<file path="config.mk">
export PLATFORM = sky130hd
export DESIGN_NAME = wptr_full_param
export DESIGN_NICKNAME = d
export VERILOG_FILES = /design/src/rtl/wptr_full_param.sv
export SDC_FILE = /design/constraint.sdc
export NUM_CORES = 1
export LEC_CHECK = 0
export BUFFER_PORTS_ARGS = -buffer_cell sky130_fd_sc_hd__buf_2
export CORE_MARGIN = 3
export CORE_UTILIZATION = 45
export CTS_CLUSTER_DIAMETER = 30
export DETAILED_ROUTE_END_ITERATION = 7
export GPL_ROUTABILITY_DRIVEN = 0
export PLACE_DENSITY = 0.78
export SYNTH_ARGS = -nofsm -noshare
export SYNTH_HDL_FRONTEND = slang
export SYNTH_SLANG_ARGS = --single-unit
</file>
<file path="constraint.sdc">
create_clock -name wclk -period 9 [get_ports wclk]
set_clock_uncertainty 0.05 [all_clocks]
set_input_delay 1.8 -clock wclk [delete_from_list [all_inputs] [get_ports wclk]]
set_output_delay 1.8 -clock wclk [all_outputs]
set_load 0.005 [all_outputs]
</file>
<file path="src/rtl/wptr_full_param.sv">
// Purpose : write-side pointer/status for an async FIFO of depth 2**ASIZE, wclk domain only.
// Latency : wen is combinational; wptr/wfull/walmost_full/wfree/wovf register on the accepting edge.
// Backpres: winc is refused (wen=0) while wfull; a refused write sets sticky wovf.
//
// Ports:
//   wclk, wrst_n      write clock, async active-low reset
//   winc              producer write request
//   wq2_rptr          read Gray pointer, already synchronised into wclk
//   wovf_clr          clears sticky overflow
//   waddr, wen        memory write address / enable
//   wptr              Gray write pointer towards the read-side synchroniser
//   wfull, walmost_full, wfree, wovf   registered status
module wptr_full_param #(
  parameter int ASIZE        = 4,
  parameter int AFULL_MARGIN = 2
) (
  input  logic             wclk,
  input  logic             wrst_n,
  input  logic             winc,
  input  logic [ASIZE:0]   wq2_rptr,
  input  logic             wovf_clr,
  output logic [ASIZE-1:0] waddr,
  output logic             wen,
  output logic [ASIZE:0]   wptr,
  output logic             wfull,
  output logic             walmost_full,
  output logic [ASIZE:0]   wfree,
  output logic             wovf
);

  localparam int DEPTH = 1 << ASIZE;

  // Parameter legality is checked at elaboration; the full compare below
  // also needs at least two address bits.
  generate
    if (ASIZE < 2) begin : g_bad_asize
      $error("wptr_full_param: ASIZE must be >= 2");
    end
    if (AFULL_MARGIN < 1 || AFULL_MARGIN > DEPTH - 1) begin : g_bad_margin
      $error("wptr_full_param: AFULL_MARGIN must be in 1..DEPTH-1");
    end
  endgenerate

  logic [ASIZE:0] wbin;
  logic [ASIZE:0] wbinnext;
  logic [ASIZE:0] wgraynext;
  logic [ASIZE:0] rbin;
  logic [ASIZE:0] fill_next;
  logic [ASIZE:0] free_next;
  logic           full_next;
  logic           afull_next;

  assign wen       = winc & ~wfull;
  assign waddr     = wbin[ASIZE-1:0];
  assign wbinnext  = wbin + {{ASIZE{1'b0}}, wen};
  assign wgraynext = (wbinnext >> 1) ^ wbinnext;

  // Gray-to-binary: each binary bit is the XOR of all Gray bits at and above it.
  always_comb begin
    rbin = '0;
    for (int i = 0; i <= ASIZE; i++) begin
      rbin[i] = ^(wq2_rptr >> i);
    end
  end

  // Fill is computed against the post-write pointer so the status flags
  // move on the same edge that accepts the write. A stale (synchronised)
  // read pointer can only overstate fill, so free space is never overstated.
  assign fill_next  = wbinnext - rbin;
  assign free_next  = (ASIZE+1)'(DEPTH) - fill_next;
  assign afull_next = (free_next <= (ASIZE+1)'(AFULL_MARGIN));

  // Full when the pointers differ only in their two MSBs (Gray form of
  // "same address, opposite wrap").
  assign full_next  = (wgraynext == {~wq2_rptr[ASIZE:ASIZE-1], wq2_rptr[ASIZE-2:0]});

  always_ff @(posedge wclk or negedge wrst_n) begin
    if (!wrst_n) begin
      wbin         <= '0;
      wptr         <= '0;
      wfull        <= 1'b0;
      walmost_full <= 1'b0;
      wfree        <= (ASIZE+1)'(DEPTH);
      wovf         <= 1'b0;
    end else begin
      wbin         <= wbinnext;
      wptr         <= wgraynext;
      wfull        <= full_next;
      walmost_full <= afull_next;
      wfree        <= free_next;
      // A refused write takes priority over a clear in the same cycle.
      if (winc && wfull) begin
        wovf <= 1'b1;
      end else if (wovf_clr) begin
        wovf <= 1'b0;
      end
    end
  end

endmodule

</file>
* Word level (Yosys, flattened, before mapping)
Cells that the tools add are included.
** Storage, ports and cells
- Bits in registers :: 18
- Input port bits :: 9
** Operators by class
- Magnitude comparators :: 1
- Multiplexer cells :: 2
- Add/subtract/negate cells :: 3
- Equal/unequal tests :: 1
- Reduce and logical (&&, ||, !) cells :: 7
- Bitwise gates (word level) :: 4
** Operator list (count)
- 5-bit XOR reduction :: 5
- 5-bit by 1-bit adder with 5-bit output :: 1
- 5-bit equality test :: 1
- 5-bit by 2-bit less-or-equal comparator with 1-bit output, second input constant :: 1
- 5-bit subtractor :: 1
- 5-bit subtractor, first input constant :: 1
- 4-bit by 5-bit bitwise XOR with 5-bit output :: 1
- 1-bit 2-to-1 mux :: 2
- 2-bit inverter :: 1
- 2-bit nonzero test :: 1
- 1-bit AND :: 1
- 1-bit logical AND :: 1
- 1-bit inverter :: 1

* Logic depth before layout (Yosys ltp)
- Word-level depth :: 6
- Depth in mapped cells :: 11
- Depth with buffers taken out :: 11

* Least setup slack after synthesis
OpenSTA, ideal clock, no wires.
- Path type :: in2reg
- Start :: input winc
- End :: register walmost_full
- Arrival time :: 4.258 ns
- Required time :: 8.839 ns
- Path slack :: 4.581 ns
- Stages on the path :: 10
- Cell sequence :: nor2b_1 -> ha_1 -> ha_1 -> xnor2_1 -> ha_1 -> ha_1 -> a21o_1 -> a21oi_1 -> xnor3_1 -> a2111oi_2
** Between the ends
- Cells in the longest elaborated chain, start to end :: 5
** Ends and longest elaborated chain
- from (decl) :: RTL line 19 : input logic winc,
- 1-bit AND :: RTL line 53 : assign wen = winc & ~wfull;
- 5-bit by 1-bit adder with 5-bit output :: RTL line 55 : assign wbinnext = wbin + {{ASIZE{1'b0}}, wen};
- 5-bit subtractor :: RTL line 69 : assign fill_next = wbinnext - rbin;
- 5-bit subtractor :: RTL line 70 : assign free_next = (ASIZE+1)'(DEPTH) - fill_next;
- net free_next[4] :: RTL line 49 : logic [ASIZE:0] free_next;
- 5-bit by 2-bit less-or-equal comparator with 1-bit output :: RTL line 71 : assign afull_next = (free_next <= (ASIZE+1)'(AFULL_MARGIN));
- net afull_next :: RTL line 51 : logic afull_next;
- to (signal assigned) :: RTL line 89 : walmost_full <= afull_next;
- to (decl) :: RTL line 26 : output logic walmost_full,
The timed path passes the listed nets, and every way through them passes these cells.
A chain may end at the register's enable or synchronous reset.

* Worst setup path after layout
Ends and elaborated chain as after synthesis.

==> results_dict.tcl <==
set metrics [dict create \
    drt_iter0_drc 2 \
    post_cts_resized 0 \
    multi_input_area_um2 479 \
    antennaDiodeCount 0 \
    drc_errors 0 \
    cp_max_fo 4 \
    cp.arrival_ns 4.56 \
    period_share_pct 49.4 \
    finalCriticalPeriod_ns 4.44 \
    cts_setup_buffers 0 \
    initial_core_util_pct 50.8 \
    grt_pass1_wl_um 2620 \
    hold_class "reg2reg" \
    p_leak_nw 0.607 \
    pin_count 27 \
    core-area_mm2 0.00186 \
    synth_top_area_cell "dfrtp_1" \
    row_count 15 \
    final_cells 134 \
    fillCellCount 152 \
    peakVddDrop_mv 0.272 \
    synth_cell_type_count 23 \
    die-area_mm2 0.00268 \
    ctsHoldBuffers 0 \
    synthTopCellsByArea "dfrtp_1 42%, ha_1 12%, xor2_1 9.3%" \
    critPathMaxStageDelay_ns 0.41 \
    tns_ns 0 \
    cap_viol_max_count 0 \
    cp.depth 11 \
    status "finished, final reports clean" \
    cp_slowest_cell "xnor2_1" \
    wl_per_cell_um 11.4 \
    yosys_warnings 0 \
    cts.sinks 17 \
    synth_area_um2 943 \
    cts_max_path_buffers 2 \
    gr-usage-all-layers_pct 13.0 \
    ant_nets 0 \
    slew_violations 0 \
    crit_family "adder cells" \
    synthCells 79 \
    finalNetCount 129 \
    power_density_mw_per_mm2 423 \
    vias_per_cell 4.79 \
    syn_to_final_growth_pct 20.0 \
    avgSynthCellArea_um2 11.9 \
    seq_area_um2 427 \
    hold_viol 0 \
    place_hpwl_um 1300 \
    antenna_found_initial 0 \
    maxClockFrequency_ghz 0.225 \
    tightest_slew_ns 0.444 \
    place_inst 130 \
    cts_tree "done" \
    rsz0062_at_grt "no" \
    slew_headroom_pct 70.2 \
    synth.yosys.seq_area_share_pct 45.2 \
    crit_path_start_kind "input port" \
    end_kind "register" \
    r2r-start "wfull$_DFF_PN0_" \
    cp.required_ns 9.12 \
    startpoint "winc" \
    timing.rr.end "walmost_full$_DFF_PN0_" \
    die_w_um 51.8 \
    setup_viol 0 \
    synth_fp_nets 98 \
    vias 642 \
    path_clk_slew_ns 0.09 \
    grt_overflow 0 \
    wirelength_um 1530 \
    yosysTopAreaCellShare_pct 42.4 \
    critPathCapture "walmost_full$_DFF_PN0_" \
    clock_latency_ns 0.28 \
    worstRegToRegCells 10 \
    cp_cell_sequence "buf_2 -> nor2b_1 -> ha_1 -> ha_1 -> xnor2_1 -> ha_1 -> ha_1 -> a21o_1 -> a21oi_1 -> xnor3_1 -> a2111oi_2" \
    cts-root-buf "clkbuf_4" \
    ys_ff_latch 17 \
    dr.pass1.iters 2 \
    port_buffers 26 \
    path_common_cell "ha_1" \
    crit_buf_inv 1 \
    die_height_um 51.8 \
    grt_pass1_vias 609 \
    grt_max_degree 18 \
    htree_levels 1 \
    reg2reg_slack_ns 5.87 \
    critPathKind "in2reg" \
    numCtsBuffers 3 \
    layout-drive-gt1-share_pct 31.2 \
]
-- layout by cell type (no fill, tap or decap) --
cell type / synthesis / final
ha_1: 9 / 9
a21oi_1: 2 / 2
nand2_1: 4 / 4
o21ai_0: 1 / 1
a21o_1: 2 / 2
xnor3_1: 2 / 2
a2111oi_2: 1 / 1
and2_1: 1 / 1
nor2b_1: 3 / 3
or2_2: 1 / 1
clkbuf_4: 0 / 3
and3_1: 1 / 1
dfrtp_1: 16 / 16
xnor2_1: 7 / 7
xor2_1: 10 / 10
inv_1: 10 / 10
fa_1: 1 / 1
nand3_1: 2 / 2
a211oi_1: 1 / 1
mux2i_1: 1 / 1
buf_2: 0 / 26
xnor2_2: 1 / 1
a21boi_0: 1 / 1
clkinv_2: 0 / 1
nor2_1: 1 / 1
dfstp_2: 1 / 1
-- logic make-up (layout without fill, tap and decap cells) --
| kind of cell | after synthesis | in the layout | share of synthesized area [%] |
|---|---|---|---|
| AO/OA/AOI/OAI | 8 | 8 | 6.37 |
| XOR/XNOR | 20 | 20 | 22.3 |
| adder cells (fa/ha/maj) | 10 | 10 | 14.1 |
| buffers and inverters | 10 | 40 | 3.98 |
| flip-flops | 17 | 17 | 45.2 |
| multiplexers | 1 | 1 | 1.06 |
| AND/OR/NAND/NOR | 13 | 13 | 7.03 |
-- where the power goes --
group	leakage, nW	internal, W	switching (W)
Sequential	0.204	0.000120	0.0000214
Clock	0.0177	0.0000164	0.0000218
Combinational	0.386	0.000149	0.000151
Total	0.607	0.000285	0.000194
-- worst min-delay path by stage --
| stage | start | end | slack (ns) | depth (start not counted) |
|---|---|---|---|---|
| after detailed placement | wfull$_DFF_PN0_ | wovf$_DFFE_PN0P_ | 0.49 | 2 |
| after CTS | wovf$_DFFE_PN0P_ | wovf$_DFFE_PN0P_ | 0.51 | 2 |
| after global placement | wfull$_DFF_PN0_ | wovf$_DFFE_PN0P_ | 0.45 | 2 |
| after floorplan | wfull$_DFF_PN0_ | wovf$_DFFE_PN0P_ | 0.44 | 2 |
| final | wovf$_DFFE_PN0P_ | wovf$_DFFE_PN0P_ | 0.50 | 2 |
| after global routing | wfull$_DFF_PN0_ | wovf$_DFFE_PN0P_ | 0.52 | 2 |
-- cells in the mapped netlist --
master	number
dfrtp_1	16
xnor2_2	1
a2111oi_2	1
fa_1	1
or2_2	1
o21ai_0	1
mux2i_1	1
a21oi_1	2
dfstp_2	1
and2_1	1
nor2b_1	3
ha_1	9
nand3_1	2
xor2_1	10
and3_1	1
xnor3_1	2
nand2_1	4
nor2_1	1
a21o_1	2
xnor2_1	7
a211oi_1	1
inv_1	10
a21boi_0	1
-- layout make-up --
type | count | area share (%)
Clock buffer | 3 | 1.99
Timing Repair Buffer | 26 | 11.5
Clock inverter | 1 | 0.442
Sequential cell | 17 | 37.7
Inverter | 10 | 3.31
Tap cell | 25 | 2.76
Multi-Input combinational cell | 52 | 42.3
-- layer usage --
layer / track usage (%) / wire, um / vias to the layer above
met3: 1.72 / 68 / 2
met5: 0 / 0 / -
met2: 22.5 / 790 / 13
met4: 5.24 / 24 / 0
met1: 16.1 / 647 / 312
li1: - / - / 315
-- worst reg2reg max path, cell delays in order, from the launching register on --
cell and delay (ns):
dfrtp_1 0.38, nor2b_1 0.07, ha_1 0.22, ha_1 0.25, xnor2_1 0.41, ha_1 0.33
ha_1 0.30, a21o_1 0.17, a21oi_1 0.18, xnor3_1 0.37, a2111oi_2 0.29
-- per-stage QoR --
| stage | util (%) | setup WS (ns) | power, W | instance area, um2 | hold WS (ns) |
|---|---|---|---|---|---|
| 6_report | 60.9 | 4.56 | 0.000479 | 1130 | 0.502 |
| 5_1_grt | 60.9 | 4.40 | 0.000529 | 1130 | 0.524 |
| 4_1_cts | 60.9 | 4.55 | 0.000489 | 1130 | 0.506 |
| 3_5_place_dp | 59.5 | 4.26 | 0.000447 | 1100 | 0.487 |
| 3_3_place_gp | 59.5 | 4.41 | 0.000438 | 1100 | 0.449 |
| 2_1_floorplan | - | 4.58 | 0.000366 | 943 | 0.439 |
-- flip-flops by register name, summed over array words and instances (netlist names) --
name          count
wfull             1
wptr              4
walmost_full      1
wbin              5
wfree             5
wovf              1
No activity file was read; power rests on OpenSTA's default activity.
